### config.mk
export PLATFORM = sky130hd
export DESIGN_NAME = operand_fwd_ctrl
export DESIGN_NICKNAME = d
export VERILOG_FILES = /design/src/rtl/operand_fwd_ctrl.sv
export SDC_FILE = /design/constraint.sdc
export NUM_CORES = 1
export LEC_CHECK = 0
export BUFFER_PORTS_ARGS = -buffer_cell sky130_fd_sc_hd__clkbuf_2
export CAP_MARGIN = 20
export CORE_UTILIZATION = 35
export DETAILED_ROUTE_END_ITERATION = 6
export HOLD_SLACK_MARGIN = 0.1
export PLACE_DENSITY_LB_ADDON = 0.25
export SYNTH_ARGS = -nofsm -noshare
export SYNTH_HDL_FRONTEND = slang
export SYNTH_SLANG_ARGS = --single-unit
### constraint.sdc
create_clock -name clk -period 1.39 [get_ports clk]
set_input_delay 0.2085 -clock clk [delete_from_list [all_inputs] [get_ports clk]]
set_output_delay 0.2085 -clock clk [all_outputs]
set_load 0.005 [all_outputs]
### src/rtl/operand_fwd_ctrl.sv
// operand_fwd_ctrl: load-use stall and ALU operand forwarding selects; FWD_PERF_CNT_EN adds perf counters
module operand_fwd_ctrl #(
    parameter int REG_ADDR_W = 4
`ifdef FWD_PERF_CNT_EN
    , parameter int CNT_W = 16
`endif
) (
    input  logic                  clk,
    input  logic                  rst,
    input  logic                  ext_stall,
    input  logic                  flush,
    input  logic                  id_valid,
    input  logic [REG_ADDR_W-1:0] id_rs1,
    input  logic [REG_ADDR_W-1:0] id_rs2,
    input  logic [REG_ADDR_W-1:0] id_rd,
    input  logic                  id_we,
    input  logic                  id_is_load,
    output logic                  stall_out,
    output logic                  ex_valid,
    output logic [1:0]            sel_a,
    output logic [1:0]            sel_b
`ifdef FWD_PERF_CNT_EN
    , output logic [CNT_W-1:0]    stall_cnt,
    output logic [CNT_W-1:0]      fwd_cnt_a,
    output logic [CNT_W-1:0]      fwd_cnt_b
`endif
);
    // The RET stage needs no storage: a WB producer matched at ID is in RET when the consumer reaches EX.
    logic                  ex_we, ex_is_load, mem_valid, mem_we, wb_valid, wb_we;
    logic [REG_ADDR_W-1:0] ex_rd, mem_rd, wb_rd;
    logic                  ex_prod, mem_prod, wb_prod, take;
    logic [1:0]            sel_a_nx, sel_b_nx;

    function automatic logic [1:0] fwd_sel(input logic [REG_ADDR_W-1:0] rs);
        return (rs == '0)                  ? 2'b00 :
               (ex_prod  && ex_rd  == rs)  ? 2'b01 :
               (mem_prod && mem_rd == rs)  ? 2'b10 :
               (wb_prod  && wb_rd  == rs)  ? 2'b11 : 2'b00;
    endfunction

    assign ex_prod  = ex_valid  && ex_we  && (ex_rd  != '0);
    assign mem_prod = mem_valid && mem_we && (mem_rd != '0);
    assign wb_prod  = wb_valid  && wb_we  && (wb_rd  != '0);

    // Load-use hazard: the EX load's result is not ready for an ID consumer.
    always_comb begin
        stall_out = id_valid && ex_prod && ex_is_load && (id_rs1 == ex_rd || id_rs2 == ex_rd);
        take      = id_valid && !flush && !stall_out;
        sel_a_nx  = take ? fwd_sel(id_rs1) : 2'b00;
        sel_b_nx  = take ? fwd_sel(id_rs2) : 2'b00;
    end

    // Pipeline tag shift; EX takes the ID instruction or a bubble.
    always_ff @(posedge clk) begin
        if (rst) begin
            ex_valid   <= 1'b0;
            ex_we      <= 1'b0;
            ex_is_load <= 1'b0;
            ex_rd      <= '0;
            mem_valid  <= 1'b0;
            mem_we     <= 1'b0;
            mem_rd     <= '0;
            wb_valid   <= 1'b0;
            wb_we      <= 1'b0;
            wb_rd      <= '0;
            sel_a      <= 2'b00;
            sel_b      <= 2'b00;
        end else if (!ext_stall) begin
            wb_valid   <= mem_valid;
            wb_we      <= mem_we;
            wb_rd      <= mem_rd;
            mem_valid  <= ex_valid;
            mem_we     <= ex_we;
            mem_rd     <= ex_rd;
            ex_valid   <= take;
            ex_we      <= take && id_we;
            ex_is_load <= take && id_is_load;
            ex_rd      <= id_rd;
            sel_a      <= sel_a_nx;
            sel_b      <= sel_b_nx;
        end
    end

`ifdef FWD_PERF_CNT_EN
    // Saturating counters of stall cycles and forwarded operands, frozen with the pipeline.
    always_ff @(posedge clk) begin
        if (rst) begin
            stall_cnt <= '0;
            fwd_cnt_a <= '0;
            fwd_cnt_b <= '0;
        end else if (!ext_stall) begin
            if (stall_out && !(&stall_cnt)) stall_cnt <= stall_cnt + CNT_W'(1);
            if (sel_a_nx != 2'b00 && !(&fwd_cnt_a)) fwd_cnt_a <= fwd_cnt_a + CNT_W'(1);
            if (sel_b_nx != 2'b00 && !(&fwd_cnt_b)) fwd_cnt_b <= fwd_cnt_b + CNT_W'(1);
        end
    end
`endif
endmodule
# Word level (Yosys, flattened, before mapping)
# Index checks and enable logic that the tools add are counted.
[word_totals] mem_bits_rw=0 memories=0 wordCells=57 latchBits=0 inputBits=19 mem_bits_ro=0 regBits=23 output_inout_bits=6
[classes] n_mul=0 magnitude_cmp=0 n_mux=10 bitwise=0 add_sub_neg=0 n_eq_ne=8 shifts=0 n_reduce_logical=27 div_mod_pow=0
[ops] cell="4-bit equality test" count=8
[ops] cell="2-bit two-way mux" count=10
[ops] cell="1-bit logical AND" count=19
[ops] cell="4-bit nonzero test" count=3
[ops] cell="4-bit logical NOT" count=2
[ops] cell="1-bit logical NOT" count=2
[ops] cell="1-bit logical OR" count=1

# Logic depth before layout (Yosys ltp)
# Gate-level depths: netlist of run 1.
[depth] depth_word=8 depth_mapped=5 depth_no_buf=5

# Least setup slack after synthesis of run 1
# Ideal clock, no wire load.
[synth_timing] kind="register to register" from="register ex_rd[3]" to="register sel_b[0]" stages_incl_launch_ff=6 setup_ps=95 path_buffers=0 t_required_ps=1295 t_arrival_ps=1374 synth_period_minus_slack_ps=1470 slack_ps=-80 path_cell_list="dfxtp_1 -> xor2_1 -> nor4_2 -> and2_2 -> a21oi_1 -> a221oi_1"
[synth_between] elab_chain_cells=8 word_cells_on_any_way=15 cone_classes="eq/ne (3); mux (3); reduce/logical (9)"
[synth_lines] element="start: declaration" line="30" rtl="logic [REG_ADDR_W-1:0] ex_rd, mem_rd, wb_rd;"
[synth_lines] element="start signal: assignment" line="78" rtl="ex_rd <= id_rd;"
[synth_lines] element="4-bit nonzero test" line="41" rtl="assign ex_prod = ex_valid && ex_we && (ex_rd != '0);"
[synth_lines] element="1-bit logical AND" line="41"
[synth_lines] element="1-bit logical AND (3 in series)" line="47" rtl="stall_out = id_valid && ex_prod && ex_is_load && (id_rs1 == ex_rd || id_rs2 == ex_rd);"
[synth_lines] element="1-bit logical NOT" line="48" rtl="take = id_valid && !flush && !stall_out;"
[synth_lines] element="1-bit logical AND" line="48"
[synth_lines] element="2-bit two-way mux *" line="50" rtl="sel_b_nx = take ? fwd_sel(id_rs2) : 2'b00;"
[synth_lines] element="end signal: assignment" line="80" rtl="sel_b <= sel_b_nx;"
[synth_lines] element="end: declaration" line="21" rtl="output logic [1:0] sel_b"
# Every way passes the cells marked *; elsewhere a longest branch is shown, timed or not.
# A chain may end at the register's enable or synchronous reset.

# Worst setup path in the final report of run 1
[layout_timing] from="register ex_rd[2]" to="output stall_out"
[layout_between] elab_chain_cells=5 word_cells_on_any_way=8 cone_classes="eq/ne (2); reduce/logical (6)"
[layout_lines] element="4-bit nonzero test" line="41"
[layout_lines] element="1-bit logical AND" line="41"
[layout_lines] element="1-bit logical AND (2 in series)" line="47"
[layout_lines] element="1-bit logical AND *" line="47"
[layout_lines] element="end: declaration" line="18" rtl="output logic stall_out,"
# Marked as above.

==> results_dict.tcl, run 1 <==
set metrics [dict create \
    hold_viol 0 \
    critPathArrivalTime_ns 1.63 \
    grt_usage_pct 19.0 \
    cts_tree "done" \
    ys_ff_latch 23 \
    synthesis.area_um2 1220 \
    place_worst_setup_slack_ns -0.227 \
    final_cell_mix "26 x buf_4, 25 x nor2_1, 24 x clkbuf_2, 19 x dfxtp_1" \
    hold_start "id_rd[1]" \
    coreArea_um2 3340 \
    cts.sinks 23 \
    status "finished, violations left" \
    worst_r2r_path_depth 7 \
    worstSetupStartpointType "register" \
    seq_area_frac_synth_pct 37.8 \
    drive_gt1_share_pct 46.4 \
    antenna_cells 0 \
    final_common_cell "buf_4" \
    avgSynthCellArea_um2 9.36 \
    r2r_slack_ns -0.32 \
    clockRootBuffer "clkbuf_4" \
    overflow 0 \
    place_area_um2 1580 \
    violations "setup timing" \
    endpoint_kind "primary output" \
    path_delay_family "flip-flops" \
    critPathKind "register to primary output" \
    worst-path-max-fanout 4 \
    final_cell_area_um2 1810 \
    fp.dieArea_um2 3720 \
    syn-instance-count 130 \
    timing.rr.start "ex_rd[2]$_SDFFE_PP0N_" \
    wl_per_cell_um 14.4 \
    leakagePower_nw 0.742 \
    ys_types 26 \
    drv_slew 0 \
    grt_max_degree 16 \
    start_util_pct 36.5 \
    numCtsBuffers 3 \
    rsz0062_at_grt "true" \
    fmax_ghz 0.545 \
    required_ns 1.18 \
    crit_end "stall_out" \
    period_needed_ns 1.83 \
    drc_errors 0 \
    worst_slew_pin_slew_ns 0.470 \
    vias 1116 \
    path_cells "xor2_2 -> nor4_4 -> o2111ai_4 -> inv_1 -> clkbuf_2" \
    cp-startpoint "ex_rd[2]$_SDFFE_PP0N_" \
    ys_warn_count 0 \
    pin_count 25 \
    timing.critical_path.buf_inv 2 \
    via_per_inst 4.92 \
    clock_latency_ns 0.32 \
    ctsHtreeMaxLevel 1 \
    antenna_found_initial 0 \
    worst_slack_ns -0.445 \
    area_growth_pct 48.7 \
    finalSetupViolations 8 \
    cap_violations 0 \
    die_y_um 61.0 \
    timing.rr.end "ex_is_load$_SDFFE_PP0N_" \
    irDropWorstVdd_mv 0.531 \
    grt_pass1_wl_um 4990 \
    port_buffers 24 \
    dr.pass1.iters 4 \
    die_w_um 61.0 \
    cts_buffer_depth 2 \
    finClkSkew_ns 0.00600 \
    dp_hpwl_um 2420 \
    crit_cells 5 \
    holdCritPathClass "input pin to register" \
    drt_iter0_markers 40 \
    ant_nets 0 \
    synth_fp_nets 149 \
    max_stage_delay_ns 0.39 \
    nets 201 \
    clk_pin_slew_ns 0.12 \
    final.setup.tns_ns -2.28 \
    slowest_stage "dfxtp_4" \
    hold_slack_ns 0.115 \
    place.gp.congestion 0.840 \
    finalWirelength_um 3270 \
    max-slew-margin-rel_pct 68.5 \
    p_per_area_nw_per_um2 716 \
    grt_pass1_vias 1093 \
    std_cell_rows 21 \
    period_share_pct 132 \
]
cell type report:
cell class,count,area [µm²]
fill,313,1530
timing repair buffer,52,342
clock buffer,4,26.3
inverter,1,3.75
tap,46,57.6
multi-input combinational,101,906
sequential,23,475
how the worst min path moves through the flow:
stage | cells past startpoint | slack (ns) | to
after global placement | 3 | 0.44 | ex_rd[2]$_SDFFE_PP0N_
after CTS | 3 | 0.11 | ex_rd[0]$_SDFFE_PP0N_
after detailed placement | 3 | 0.45 | ex_rd[0]$_SDFFE_PP0N_
final | 3 | 0.11 | ex_rd[1]$_SDFFE_PP0N_
after floorplan | 1 | 0.29 | sel_b[0]$_SDFFE_PP0N_
after global routing | 3 | 0.12 | ex_rd[1]$_SDFFE_PP0N_
cell usage after synthesis:
master	number	area [µm²]
nand2_1	3	11.3
and2_2	1	7.51
xor2_1	8	70.1
buf_2	1	5.00
a21oi_1	2	10.0
nor2_1	26	97.6
xnor2_1	16	140
dfxtp_1	23	460
clkbuf_1	3	11.3
buf_1	1	3.75
nor3b_2	1	12.5
o2111ai_4	1	26.3
a221oi_1	2	17.5
inv_1	1	3.75
a32oi_1	2	17.5
nand3b_1	2	15.0
nand3_1	4	20.0
o21ai_0	2	10.0
nand4_1	4	25.0
nor4_1	1	6.26
o41ai_1	2	17.5
or4_1	4	30.0
nor4_2	2	25.0
and2_1	1	6.26
a22oi_1	1	7.51
mux2i_1	16	160
flip-flops by register name (all words and copies together), names as in the netlist:
signal,count
ex_is_load,1
ex_rd,4
ex_valid,1
ex_we,1
mem_rd,4
mem_valid,1
mem_we,1
sel_a,2
sel_b,2
wb_rd,4
wb_valid,1
wb_we,1
logic make-up after synthesis:
family / after synthesis / share of synthesized area, %
AO/OA/AOI/OAI: 12 / 8.74
multiplexers: 16 / 13.2
buffers and inverters: 6 / 1.95
AND/OR/NAND/NOR: 49 / 21.1
flip-flops: 23 / 37.8
XOR/XNOR: 24 / 17.3
per-stage QoR:
step	util (%)	std cells	total power [W]
global route	54.3	227	0.00135
finish	54.3	227	0.00130
CTS	49.5	228	0.00127
floorplan	-	130	0.000828
detailed placement	47.3	221	0.000946
global placement	47.3	221	0.000939
worst min-delay path, cell delays in order:
cell and delay (ns):
clkbuf_2 0.07, mux2i_1 0.05, nor2_1 0.07
per-layer routing:
metal	share of wire [%]	vias up	wire length, µm	global-route usage (%)
li1	-	556	-	-
met1	45	531	1480	23.2
met2	50	25	1640	32.7
met3	2.7	4	89	3.84
met4	1.6	0	51	7.79
met5	0	-	0	0
power breakdown:
| group | internal (W) | leakage, nW | total, W | switching [W] |
|---|---|---|---|---|
| registers | 0.000673 | 0.189 | 0.000696 | 0.0000226 |
| clock network | 0.000113 | 0.0150 | 0.000320 | 0.000207 |
| logic | 0.000141 | 0.538 | 0.000280 | 0.000138 |
| total | 0.000927 | 0.742 | 0.00130 | 0.000369 |
what timing repair did:
action                                  in CTS  in global routing
gates resized for setup                      6                 27
hold buffers                                 0                  0
endpoints found under the setup margin       8                  8
setup buffers                                3                  2
pin swaps                                    7                  7
cloned                                       0                  0
Power figures use the tool's default switching activity.
==> run 2: changes to the inputs <==
--- a/config.mk
+++ b/config.mk
@@ -7,10 +7,11 @@
 export LEC_CHECK = 0
 export BUFFER_PORTS_ARGS = -buffer_cell sky130_fd_sc_hd__clkbuf_2
 export CAP_MARGIN = 20
-export CORE_UTILIZATION = 35
+export CORE_UTILIZATION = 43
 export DETAILED_ROUTE_END_ITERATION = 6
 export HOLD_SLACK_MARGIN = 0.1
 export PLACE_DENSITY_LB_ADDON = 0.25
+export SLEW_MARGIN = 25
 export SYNTH_ARGS = -nofsm -noshare
 export SYNTH_HDL_FRONTEND = slang
 export SYNTH_SLANG_ARGS = --single-unit
==> run 2 against run 1 <==
The flow still finishes with violations (setup timing). Sequential power about the same. Combinational power up 1%. Cell count down 7.0%. Final area down 1.1%. Maximum frequency up 1.8%. Worst setup slack better by 0.033 ns. Register-to-register slack worse by 0.03 ns. Sequential cell count unchanged. Utilization up 15 points.
==> results_dict.tcl, run 2 (synthesized netlist as in run 1, its figures left out) <==
set metrics [dict create \
    status "finished, violations left" \
    violations "setup timing" \
    die_y_um 55.2 \
    p_sw_share_pct 28.5 \
    fp.dieArea_um2 3050 \
    ant_nets 0 \
    clkPwrFrac_pct 24.5 \
    vias 1167 \
    worstSetupStartpointType "register" \
    fmax_ghz 0.555 \
    die_w_um 55.2 \
    power_frac_comb_pct 21.8 \
    p_per_area_nw_per_um2 726 \
    period_share_pct 130 \
    finClkSkew_ns 0.0109 \
    grt_usage_pct 22.3 \
    irDropWorstVdd_mv 0.716 \
    holdCritPathClass "input pin to register" \
    grt_pass1_vias 1184 \
    dp_hpwl_um 2290 \
    cts_buffer_depth 2 \
    switching_power_w 0.000371 \
    rsz0062_at_grt "true" \
    grt_max_degree 26 \
    cts_tree "done" \
    clockRootBuffer "clkbuf_4" \
    start_util_pct 47.4 \
    port_buffers 24 \
    dr.pass1.iters 4 \
    largestRegisters "ex_rd: 4 flops, mem_rd: 4 flops, wb_rd: 4 flops" \
    required_ns 1.18 \
    cts.sinks 23 \
    seqCellArea_um2 475 \
    antenna_found_initial 0 \
    nets 201 \
    via_per_inst 5.53 \
    place_worst_setup_slack_ns -0.248 \
    max-slew-margin-rel_pct 60.7 \
    place.gp.congestion 0.770 \
    worst_slew_pin_slew_ns 0.587 \
    pin_count 25 \
    drt_iter0_markers 21 \
    final.setup.tns_ns -2.44 \
    final_cell_area_um2 1790 \
    clock_latency_ns 0.32 \
    internal_power_w 0.000928 \
    drive_gt1_share_pct 45.3 \
    final_cell_mix "25 x nor2_1, 25 x buf_4, 24 x clkbuf_2, 19 x dfxtp_1" \
    numCtsBuffers 3 \
    overflow 0 \
    ctsHtreeMaxLevel 1 \
    coreArea_um2 2570 \
    critPathKind "register to primary output" \
    seq_power_share_pct 53.6 \
    worst-path-max-fanout 4 \
    critPathArrivalTime_ns 1.59 \
    wl_per_cell_um 16.1 \
    drv_slew 0 \
    worst_slack_ns -0.412 \
    endpoint_kind "primary output" \
    leakagePower_nw 0.740 \
    area_growth_pct 47.1 \
    drc_errors 0 \
    finalPower_w 0.00130 \
    postCtsHoldBufs 0 \
    std_cell_rows 18 \
    place_area_um2 1540 \
    hold_viol 0 \
    multiInputGateArea_um2 906 \
    grt_pass1_wl_um 5370 \
    finalSetupViolations 8 \
    cap_violations 0 \
    fillCellCount 194 \
    period_needed_ns 1.80 \
    clk_pin_slew_ns 0.12 \
    finalWirelength_um 3410 \
    antenna_cells 0 \
]
==> run 2: power groups by stage <==
stage	clock network (W)	registers [W]	logic (W)
floorplan	0	0.000709	0.000119
global placement	0	0.000707	0.000224
detailed placement	0	0.000708	0.000230
CTS	0.000326	0.000691	0.000243
global route	0.000348	0.000700	0.000306
finish	0.000318	0.000697	0.000284
==> run 2: metrics by stage <==
stage               hold slack [ns]  cells  utilization (%)
floorplan                     0.287    130                -
detailed placement            0.449    202             59.8
global route                  0.127    211             69.7
CTS                           0.114    210             64.0
finish                        0.124    211             69.7
global placement              0.443    202             59.8
==> run 2: final cells by class <==
cell class	count	area share [%]
multi-input combinational	101	50.6
timing repair buffer	52	19.1
sequential	23	26.6
clock buffer	4	1.47
tap	30	2.10
inverter	1	0.210
==> run 2: critical path, cell delays in order (launching register included) <==
cell and delay [ns]:
dfxtp_4 0.40, xor2_4 0.16, nor4_4 0.37, o2111ai_4 0.17, inv_1 0.08, clkbuf_2 0.10
==> run 2: final timing paths <==
check / startpoint / end / slack, ns / depth (start not counted)
worst min register to register: wb_we$_SDFFE_PP0N_ / wb_we$_SDFFE_PP0N_ / 0.52 / 2
worst max-delay path: ex_rd[2]$_SDFFE_PP0N_ / stall_out / -0.41 / 5
worst min-delay path: id_rd[2] / ex_rd[2]$_SDFFE_PP0N_ / 0.12 / 3
worst max register to register: ex_rd[1]$_SDFFE_PP0N_ / sel_b[1]$_SDFFE_PP0N_ / -0.35 / 8
==> run 2: routing by layer <==
metal / global-route usage, % / vias up / wire length [µm]
li1: - / 557 / -
met1: 26.2 / 564 / 1330
met2: 36.5 / 29 / 1760
met3: 6.32 / 17 / 151
met4: 12.1 / 0 / 161
met5: 0 / - / 0
==> run 2: timing repair <==
action                     in CTS  in global routing
pin swaps                       9                  8
resized for setup              10                 21
buffers inserted                4                  2
hold endpoints to repair        0                  0
setup endpoints to repair       8                  8
==> run 3: changes to the inputs <==
--- a/config.mk
+++ b/config.mk
@@ -7,7 +7,7 @@
 export LEC_CHECK = 0
 export BUFFER_PORTS_ARGS = -buffer_cell sky130_fd_sc_hd__clkbuf_2
 export CAP_MARGIN = 20
-export CORE_UTILIZATION = 43
+export CORE_UTILIZATION = 48
 export DETAILED_ROUTE_END_ITERATION = 6
 export HOLD_SLACK_MARGIN = 0.1
 export PLACE_DENSITY_LB_ADDON = 0.25
==> run 3 against run 2 <==
Count of clock-buffer cells in the layout stayed put. Largest power group unchanged. Critical endpoint is now sel_a[1]$_SDFFE_PP0N_. The run still ends with setup timing left. Cell count is 2.4% lower. Worst setup slack worse by 0.029 ns.
==> results_dict.tcl, run 3 (synthesized netlist as in run 1, its figures left out) <==
set metrics [dict create \
    status "finished, violations left" \
    violations "setup timing" \
    final_cell_area_um2 1630 \
    postCtsHoldBufs 0 \
    start_util_pct 53.0 \
    worst-path-max-fanout 5 \
    drc_errors 0 \
    finalSetupViolations 8 \
    via_per_inst 5.52 \
    r2r_slack_ns -0.44 \
    vias 1137 \
    numCtsBuffers 3 \
    pin_count 25 \
    fmax_ghz 0.546 \
    hold_start "id_rd[0]" \
    die_y_um 52.4 \
    die_w_um 52.4 \
    place_area_um2 1520 \
    largestRegisters "ex_rd: 4 flops, mem_rd: 4 flops, wb_rd: 4 flops" \
    ctsHtreeMaxLevel 1 \
    nets 198 \
    worst_slack_ns -0.441 \
    timing.rr.start "ex_rd[2]$_SDFFE_PP0N_" \
    post-place-cells 198 \
    cts_tree "done" \
    worstSetupStartpointType "register" \
    antenna_cells 0 \
    slowest_stage "dfxtp_2" \
    overflow 0 \
    cts_buffer_depth 2 \
    fp.dieArea_um2 2740 \
    drv_slew 0 \
    timing.rr.end "sel_a[1]$_SDFFE_PP0N_" \
    finClkSkew_ns 0.00278 \
    final_common_cell "nor2_1" \
    wl_met2_um 1590 \
    ant_nets 0 \
    path_cells "xor2_1 -> nor4_2 -> buf_4 -> o2111ai_4 -> buf_4 -> buf_6 -> nand3_1 -> o41ai_2" \
    leakagePower_nw 0.704 \
    critPathKind "register to register" \
    period_needed_ns 1.83 \
    finalWirelength_um 3130 \
    finalPower_w 0.00124 \
    grt_max_degree 26 \
    dr.pass1.iters 4 \
    max-slew-margin-rel_pct 74.0 \
    worst_r2r_path_depth 8 \
    grt_pass1_wl_um 4980 \
    finalNonFillerCells 206 \
    hold_viol 0 \
    required_ns 1.61 \
    grt_usage_pct 25.0 \
    dp_hpwl_um 2320 \
    period_share_pct 132 \
    critPathArrivalTime_ns 2.05 \
    whs_path_depth 3 \
    drt_iter0_markers 18 \
    port_buffers 24 \
    clk_pin_slew_ns 0.12 \
    fillCellCount 184 \
    irDropWorstVdd_mv 0.673 \
    area_growth_pct 33.8 \
    final.setup.tns_ns -2.94 \
    holdCritPathClass "input pin to register" \
    drt-met1-wl_um 1350 \
    cap_violations 0 \
    wl_per_cell_um 15.2 \
    clock_latency_ns 0.31 \
    rsz0062_at_grt "true" \
    clockRootBuffer "clkbuf_4" \
    final_cell_mix "26 x nor2_1, 24 x clkbuf_2, 24 x buf_4, 19 x dfxtp_1" \
    met3WireLength_um 103 \
    p_per_area_nw_per_um2 761 \
    cpMostUsedCell "buf_4" \
    coreArea_um2 2300 \
    max_stage_delay_ns 0.39 \
    place_worst_setup_slack_ns -0.231 \
    highest_layer "met4" \
    place.gp.congestion 0.777 \
    hold_path_end "ex_rd[0]$_SDFFE_PP0N_" \
    drive_gt1_share_pct 38.2 \
    cts.sinks 23 \
    grt_pass1_vias 1151 \
    std_cell_rows 17 \
    antenna_found_initial 0 \
    endpoint_kind "register" \
    worst_slew_pin_slew_ns 0.389 \
]
## run 3: changes by cell type in the layout (fill, tap and decap cells not counted), sizes merged
cell,before,now
buf,28,25
## run 3: final cells by class
class	instances	area, µm²	area share, %
multi-input cells	101	779	47.8
flip-flops and latches	23	473	29.0
well taps	28	35.0	2.15
clock buffers	4	26.3	1.61
repair buffers	49	312	19.1
inverters	1	3.75	0.230
## run 3: how the worst max path moves through the flow
stage | start | end
floorplan | ex_rd[0]$_SDFFE_PP0N_ | sel_b[0]$_SDFFE_PP0N_
global placement | ex_rd[3]$_SDFFE_PP0N_ | sel_a[1]$_SDFFE_PP0N_
detailed placement | ex_rd[3]$_SDFFE_PP0N_ | sel_b[1]$_SDFFE_PP0N_
CTS | ex_rd[3]$_SDFFE_PP0N_ | stall_out
global route | ex_rd[2]$_SDFFE_PP0N_ | sel_a[1]$_SDFFE_PP0N_
finish | ex_rd[2]$_SDFFE_PP0N_ | sel_a[1]$_SDFFE_PP0N_
## run 3: power breakdown
| part | switching [W] | internal [W] | total (W) | leakage (nW) |
|---|---|---|---|---|
| combinational | 0.000118 | 0.000123 | 0.000241 | 0.500 |
| sequential | 0.0000170 | 0.000674 | 0.000691 | 0.189 |
| clock | 0.000195 | 0.000112 | 0.000307 | 0.0150 |
| total | 0.000330 | 0.000909 | 0.00124 | 0.704 |
## run 3: repair_timing
item                                    CTS  global route
gates resized for setup                   5             6
hold endpoints to repair                  0             0
endpoints found under the setup margin    8             8
pin swaps                                 4             2
buffers inserted                          3             1
## run 3: worst max-delay path, delay by kind of cell (launching register included)
kind                   cells  cell delay, ns
AO/OA/AOI/OAI              2            0.56
XOR/XNOR                   1            0.19
buffers and inverters      3            0.39
flip-flops                 1            0.39
AND/OR/NAND/NOR            2            0.21
## run 3: per-stage QoR
stage	hold WS [ns]	util [%]
6_report	0.130	70.9
5_1_grt	0.110	70.9
4_1_cts	0.112	69.2
3_5_place_dp	0.451	66.1
3_3_place_gp	0.445	66.1
2_1_floorplan	0.287	-
## run 3: metal layers
metal  vias up  GRT usage, %
met5         -             0
met4         0          12.3
met3         8          2.90
met2        35          45.6
met1       536          28.1
li1        558             -
